[src/rtl/udma_tx_chan_resp.sv]
// udma_tx_chan_resp: single-channel uDMA TX responder reading L2 one word per granted beat
module udma_tx_chan_resp #(
  parameter int L2_AWIDTH_NOAL = 12,
  parameter int TRANS_SIZE     = 16
) (
  input  logic                      clk_i,
  input  logic                      rst_i,
  input  logic [L2_AWIDTH_NOAL-1:0] cfg_startaddr_i,
  input  logic [TRANS_SIZE-1:0]     cfg_size_i,
  input  logic                      cfg_continuous_i,
  input  logic                      cfg_en_i,
  input  logic                      cfg_clr_i,
  output logic                      cfg_en_o,
  output logic                      cfg_pending_o,
  output logic [L2_AWIDTH_NOAL-1:0] cfg_curr_addr_o,
  output logic [TRANS_SIZE-1:0]     cfg_bytes_left_o,
  output logic                      eot_o,
  input  logic                      data_req_i,
  output logic                      data_gnt_o,
  input  logic [1:0]                data_datasize_i,
  output logic [31:0]               data_o,
  output logic                      data_valid_o,
  input  logic                      data_ready_i,
  output logic                      l2_req_o,
  output logic [L2_AWIDTH_NOAL-1:0] l2_addr_o,
  input  logic                      l2_gnt_i,
  input  logic [31:0]               l2_rdata_i,
  input  logic                      l2_rvalid_i
);
  typedef enum logic [1:0] {IDLE, RD_REQ, RD_WAIT, DATA} state_t;
  state_t state, state_nxt;
  logic [L2_AWIDTH_NOAL-1:0] r_addr, r_start_latched, pend_addr, ld_addr;
  logic [TRANS_SIZE-1:0]     r_left, r_size_latched, pend_size, ld_size, left_dec;
  logic                      r_cont, pend_cont, ld_cont, r_live;
  logic [2:0]                step, step_in;
  logic [1:0]                lane;
  logic [31:0]               mask;
  logic                      take, l2_hs, upd, last, new_ok, ld_in, ld, pend_fill;
  // beat grant, L2 handshake and end-of-transfer decode; r_live marks a beat that still counts toward the transfer
  always_comb begin
    step_in   = data_datasize_i == 2'd0 ? 3'd1 : data_datasize_i == 2'd1 ? 3'd2 : 3'd4;
    take      = state == IDLE && cfg_en_o && data_req_i && !cfg_clr_i;
    l2_hs     = l2_req_o && l2_gnt_i;
    upd       = l2_hs && r_live;
    last      = upd && r_left != '0 && r_left <= TRANS_SIZE'(step);
    left_dec  = r_left > TRANS_SIZE'(step) ? r_left - TRANS_SIZE'(step) : '0;
    new_ok    = cfg_en_i && cfg_size_i != '0;
    ld_in     = new_ok && (last ? !r_cont : !cfg_en_o);
    ld        = ld_in || (last && !r_cont && cfg_pending_o);
    pend_fill = new_ok && !ld_in;
    ld_addr   = ld_in ? cfg_startaddr_i : pend_addr;
    ld_size   = ld_in ? cfg_size_i : pend_size;
    ld_cont   = ld_in ? cfg_continuous_i : pend_cont;
    mask      = step[2] ? 32'hffff_ffff : step[1] ? 32'h0000_ffff : 32'h0000_00ff;
  end
  // transfer configuration, progress counters and pending slot; a clear overrides everything else
  always_ff @(posedge clk_i) begin
    if (rst_i) begin
      r_addr          <= '0;
      r_left          <= '0;
      r_start_latched <= '0;
      r_size_latched  <= '0;
      r_cont          <= 1'b0;
      pend_addr       <= '0;
      pend_size       <= '0;
      pend_cont       <= 1'b0;
      cfg_en_o        <= 1'b0;
      cfg_pending_o   <= 1'b0;
      eot_o           <= 1'b0;
    end else if (cfg_clr_i) begin
      cfg_en_o      <= 1'b0;
      cfg_pending_o <= 1'b0;
      r_cont        <= 1'b0;
      r_left        <= '0;
      eot_o         <= 1'b0;
    end else begin
      eot_o <= last;
      if (upd) begin
        r_addr <= r_addr + L2_AWIDTH_NOAL'(step);
        r_left <= left_dec;
      end
      if (last && r_cont) begin
        r_addr <= r_start_latched;
        r_left <= r_size_latched;
      end
      if (last && !r_cont && !ld) cfg_en_o <= 1'b0;
      if (ld) begin
        r_addr          <= ld_addr;
        r_left          <= ld_size;
        r_start_latched <= ld_addr;
        r_size_latched  <= ld_size;
        r_cont          <= ld_cont;
        cfg_en_o        <= 1'b1;
      end
      if (pend_fill) begin
        pend_addr     <= cfg_startaddr_i;
        pend_size     <= cfg_size_i;
        pend_cont     <= cfg_continuous_i;
        cfg_pending_o <= 1'b1;
      end else if (last && !r_cont) cfg_pending_o <= 1'b0;
    end
  end
  // state register
  always_ff @(posedge clk_i) begin
    if (rst_i) state <= IDLE;
    else state <= state_nxt;
  end
  // next-state: one beat travels grant -> L2 request -> L2 data -> peripheral handshake
  always_comb begin
    state_nxt = state;
    case (state)
      IDLE:    state_nxt = take ? RD_REQ : IDLE;
      RD_REQ:  state_nxt = l2_hs ? RD_WAIT : RD_REQ;
      RD_WAIT: state_nxt = l2_rvalid_i ? DATA : RD_WAIT;
      DATA:    state_nxt = data_ready_i ? IDLE : DATA;
      default: state_nxt = IDLE;
    endcase
  end
  // beat context captured at grant, aligned read data captured on rvalid
  always_ff @(posedge clk_i) begin
    if (rst_i) begin
      data_gnt_o <= 1'b0;
      step       <= '0;
      lane       <= '0;
      l2_addr_o  <= '0;
      r_live     <= 1'b0;
      data_o     <= '0;
    end else begin
      data_gnt_o <= take;
      if (take) begin
        step      <= step_in;
        lane      <= r_addr[1:0];
        l2_addr_o <= {r_addr[L2_AWIDTH_NOAL-1:2], 2'b00};
        r_live    <= 1'b1;
      end else if (l2_hs || cfg_clr_i) r_live <= 1'b0;
      if (state == RD_WAIT && l2_rvalid_i) data_o <= (l2_rdata_i >> {lane, 3'b000}) & mask;
    end
  end
  // outputs: the L2 request waits out the grant-pulse cycle so it starts one cycle after data_gnt_o
  always_comb begin
    data_valid_o     = state == DATA;
    l2_req_o         = state == RD_REQ && !data_gnt_o;
    cfg_curr_addr_o  = r_addr;
    cfg_bytes_left_o = r_left;
  end
endmodule

[config.mk]
export PLATFORM = sky130hd
export DESIGN_NAME = udma_tx_chan_resp
export DESIGN_NICKNAME = d
export VERILOG_FILES = /design/src/rtl/udma_tx_chan_resp.sv
export SDC_FILE = /design/constraint.sdc
export NUM_CORES = 1
export LEC_CHECK = 0
export BUFFER_PORTS_ARGS = -buffer_cell sky130_fd_sc_hd__buf_2
export CAP_MARGIN = 10
export CORE_MARGIN = 4
export CORE_UTILIZATION = 35
export CTS_BUF_LIST = sky130_fd_sc_hd__clkbuf_4
export DETAILED_ROUTE_END_ITERATION = 6
export GPL_TIMING_DRIVEN = 0
export PLACE_DENSITY = 0.54
export SLEW_MARGIN = 20
export SYNTH_ARGS = -nofsm -noshare
export SYNTH_HDL_FRONTEND = slang
export SYNTH_SLANG_ARGS = --single-unit
export TNS_END_PERCENT = 10
[constraint.sdc]
create_clock -name clk_i -period 3.54 [get_ports clk_i]
set_clock_uncertainty 0.15 [all_clocks]
set_input_delay 0.177 -clock clk_i [delete_from_list [all_inputs] [get_ports clk_i]]
set_output_delay 0.177 -clock clk_i [all_outputs]
set_load 0.05 [all_outputs]
==> impl_metrics.env <==
export IMPL_grt_pass1_wl_mm=38.8
export IMPL_fin_nets=1106
export IMPL_drtIter0Drc=521
export IMPL_setup_tns_ns=0
export IMPL_grt_start_max_net_pins=17
export IMPL_final_util_pct=46.2
export IMPL_synth_seq_cells=140
export IMPL_crit_fanout=10
export IMPL_hold_viol_final=0
export IMPL_die_w_um=149
export IMPL_hold_class="in -> reg"
export IMPL_maxCapViolations=0
export IMPL_io_pins=149
export IMPL_drt_pass1_iter_count=5
export IMPL_die_h_um=149
export IMPL_top_usage_layer="met2"
export IMPL_synth_edf_count=0
export IMPL_syn_area_per_cell_um2=8.68
export IMPL_placed_area_um2=8000
export IMPL_cts_tree="yes"
export IMPL_crit_type="reg -> reg"
export IMPL_clock_path_buffers=2
export IMPL_wl_per_cell_um=19.1
export IMPL_clkTransAtPathRegs_ns=0.14
export IMPL_cp_end_kind="flop"
export IMPL_synth_ff_type="dfxtp_1"
export IMPL_min_period_over_period_pct=95.6
export IMPL_drive_above_1_share_pct=20.1
export IMPL_final_area_um2=8990
export IMPL_fmax_ghz=0.296
export IMPL_outcome="completed"
export IMPL_holdWs_ns=0.0322
export IMPL_synth_cell_area_um2=6940
export IMPL_met1_usage_pct=30.9
export IMPL_globalRouteTotalUtil_pct=22.3
export IMPL_drc=0
export IMPL_drt_total_wl_mm=25.0
export IMPL_antenna_found_initial=1
export IMPL_async_flop_share_pct=0
export IMPL_met2_usage_pct=35.7
export IMPL_rows=51
export IMPL_finalSetupViolCount=0
export IMPL_cts_root_buf="clkbuf_4"
export IMPL_fin_crit_ns=3.38
export IMPL_layout_commonest_cell="buf_2"
export IMPL_leakage_nw=3.80
export IMPL_power_density_nw_per_um2=367
export IMPL_cp_start_kind="flop"
export IMPL_synthCells=799
export IMPL_area_growth_pct=29.6
export IMPL_synth_cell_types=67
export IMPL_grt_pass1_vias=6770
export IMPL_insertion_delay_ns=0.57
export IMPL_portBuffers=145
export IMPL_required_ns=3.85
export IMPL_initial_core_util_pct=35.6
export IMPL_h_tree_depth=4
export IMPL_cts_setup_buffers=0
export IMPL_nFillCells=1995
export IMPL_hold_start="l2_rdata_i[11]"
export IMPL_ys_warn_count=0
export IMPL_routed_via_density=5.49
export IMPL_cts_buffers=17
export IMPL_routabilityCongestion=0.937
export IMPL_met3_usage_pct=5.23
export IMPL_yosysSeqAreaShare_pct=40.4
export IMPL_final_cell_mix="buf_2 (152), dfxtp_1 (140), nor2_1 (94)"
export IMPL_critPathLaunch="step[0]$_SDFFE_PP0P_"
export IMPL_ant_nets=0
export IMPL_cp_data_arrival_time_ns=3.69
export IMPL_relSlewSlack_pct=33.7
export IMPL_die_area_um2=22100
export IMPL_cts_sinks=140
export IMPL_vias=7174
export IMPL_ir_drop_mv=0.208
export IMPL_dp_hpwl_mm=18.2
export IMPL_worst_pin_slew_ns=0.987
export IMPL_worstReg2RegStart="step[0]$_SDFFE_PP0P_"
export IMPL_overflow=0
export IMPL_core_um2=19500
export IMPL_slew_violations=0
-- cells in the mapped netlist, drive strengths merged, types with 4 or more instances --
cell type | n | share of area [%]
nor3 | 21 | 1.5
xor2 | 6 | 0.76
and3 | 4 | 0.36
o21ai | 52 | 3.8
a31oi | 8 | 0.72
a22oi | 26 | 2.8
a21oi | 61 | 4.5
clkbuf | 44 | 2.4
mux2i | 79 | 11
nor2b | 12 | 1.1
nor4 | 9 | 0.81
nand3 | 7 | 0.51
dfxtp | 140 | 40
inv | 16 | 0.87
nor2 | 94 | 5.1
o31ai | 7 | 0.76
buf | 16 | 1.4
nand2 | 45 | 2.4
o211ai | 12 | 1.3
o21a | 6 | 0.65
o211a | 9 | 1.3
nand4 | 5 | 0.45
o221ai | 6 | 0.76
a32oi | 5 | 0.63
a21boi | 5 | 0.54
a2bb2oi | 8 | 1.0
ha | 6 | 1.1
or4 | 4 | 0.43
a211oi | 37 | 4.0
-- area by class of cell --
cell class              instances  area (um^2)  area share [%]
diodes                          1         2.50          0.0278
inverters                      16         60.1           0.668
flip-flops and latches        140         2800            31.2
clock inverters                14          144            1.60
plain buffers                  60          272            3.02
clock buffers                  18          135            1.50
repair buffers                208         1360            15.1
multi-input cells             584         3880            43.2
well taps                     265          332            3.69
-- where the power goes --
part	switching, mW	leakage, nW	internal [mW]
Combinational	0.357	2.52	0.213
Sequential	0.0380	1.14	1.62
Clock	0.643	0.143	0.426
-- logic make-up after synthesis --
logic type,after synthesis,synth area share (%)
xor gates and xnor gates,8,1.01
adders and majority gates,8,1.66
other,1,0.0541
buffers and inverters,76,4.60
and+or+nand+nor,218,14.6
AOI/OAI and AO/OA,267,25.9
DFF,140,40.4
muxes,81,11.8
-- routing by layer --
layer	share of wire, %	up-vias
li1	-	3443
met1	46	3470
met2	46	239
met3	6.5	22
met4	1.1	0
met5	0	-
-- per-stage QoR --
| step | cells | worst slack [ns] | total power, mW |
|---|---|---|---|
| final | 1306 | 0.157 | 3.29 |
| after global routing | 1306 | -0.0184 | 3.45 |
| after CTS | 1305 | 0.0423 | 3.30 |
| after detailed placement | 1210 | -0.204 | 2.19 |
| after global placement | 1210 | -0.231 | 2.19 |
| after floorplan | 800 | 0.398 | 2.00 |
-- worst max-delay path, stage by stage, from the launching register on --
cell and delay, ns:
dfxtp_1 0.43, ha_1 0.20, inv_1 0.06, fa_1 0.43, a21oi_1 0.21, o211a_1 0.24
clkbuf_2 0.27, o2111ai_4 0.21, and2_1 0.22, buf_4 0.18, buf_2 0.24, a211oi_1 0.30
o21ai_0 0.14
-- path summary, 6_finish.rpt --
| kind | end | slack [ns] | depth (start not counted) |
|---|---|---|---|
| worst max-delay path | cfg_curr_addr_o[9]$_SDFFE_PP0P_ | 0.16 | 12 |
| worst min-delay path | data_o[3]$_SDFFE_PP0P_ | 0.03 | 5 |
| worst max register to register | cfg_curr_addr_o[9]$_SDFFE_PP0P_ | 0.16 | 12 |
| worst min register to register | data_o[22]$_SDFFE_PP0P_ | 0.35 | 2 |
-- registers in the layout, summed over array words and instances (netlist names) --
| name | cells |
|---|---|
| data_gnt_o | 1 |
| r_start_latched | 12 |
| cfg_curr_addr_o | 12 |
| r_size_latched | 16 |
| cfg_pending_o | 1 |
| pend_cont | 1 |
| cfg_en_o | 1 |
| pend_size | 16 |
| l2_addr_o | 10 |
| r_live | 1 |
| cfg_bytes_left_o | 16 |
| r_cont | 1 |
| eot_o | 1 |
| lane | 2 |
| state | 2 |
| step | 3 |
| pend_addr | 12 |
| data_o | 32 |
-- timing repair --
action                                  in CTS  in global routing
endpoints found under the setup margin      35                 64
hold buffers                                63                  0
resized for setup                            3                 17
hold endpoints to repair                   118                  0
(Power assumes the default switching activity.)
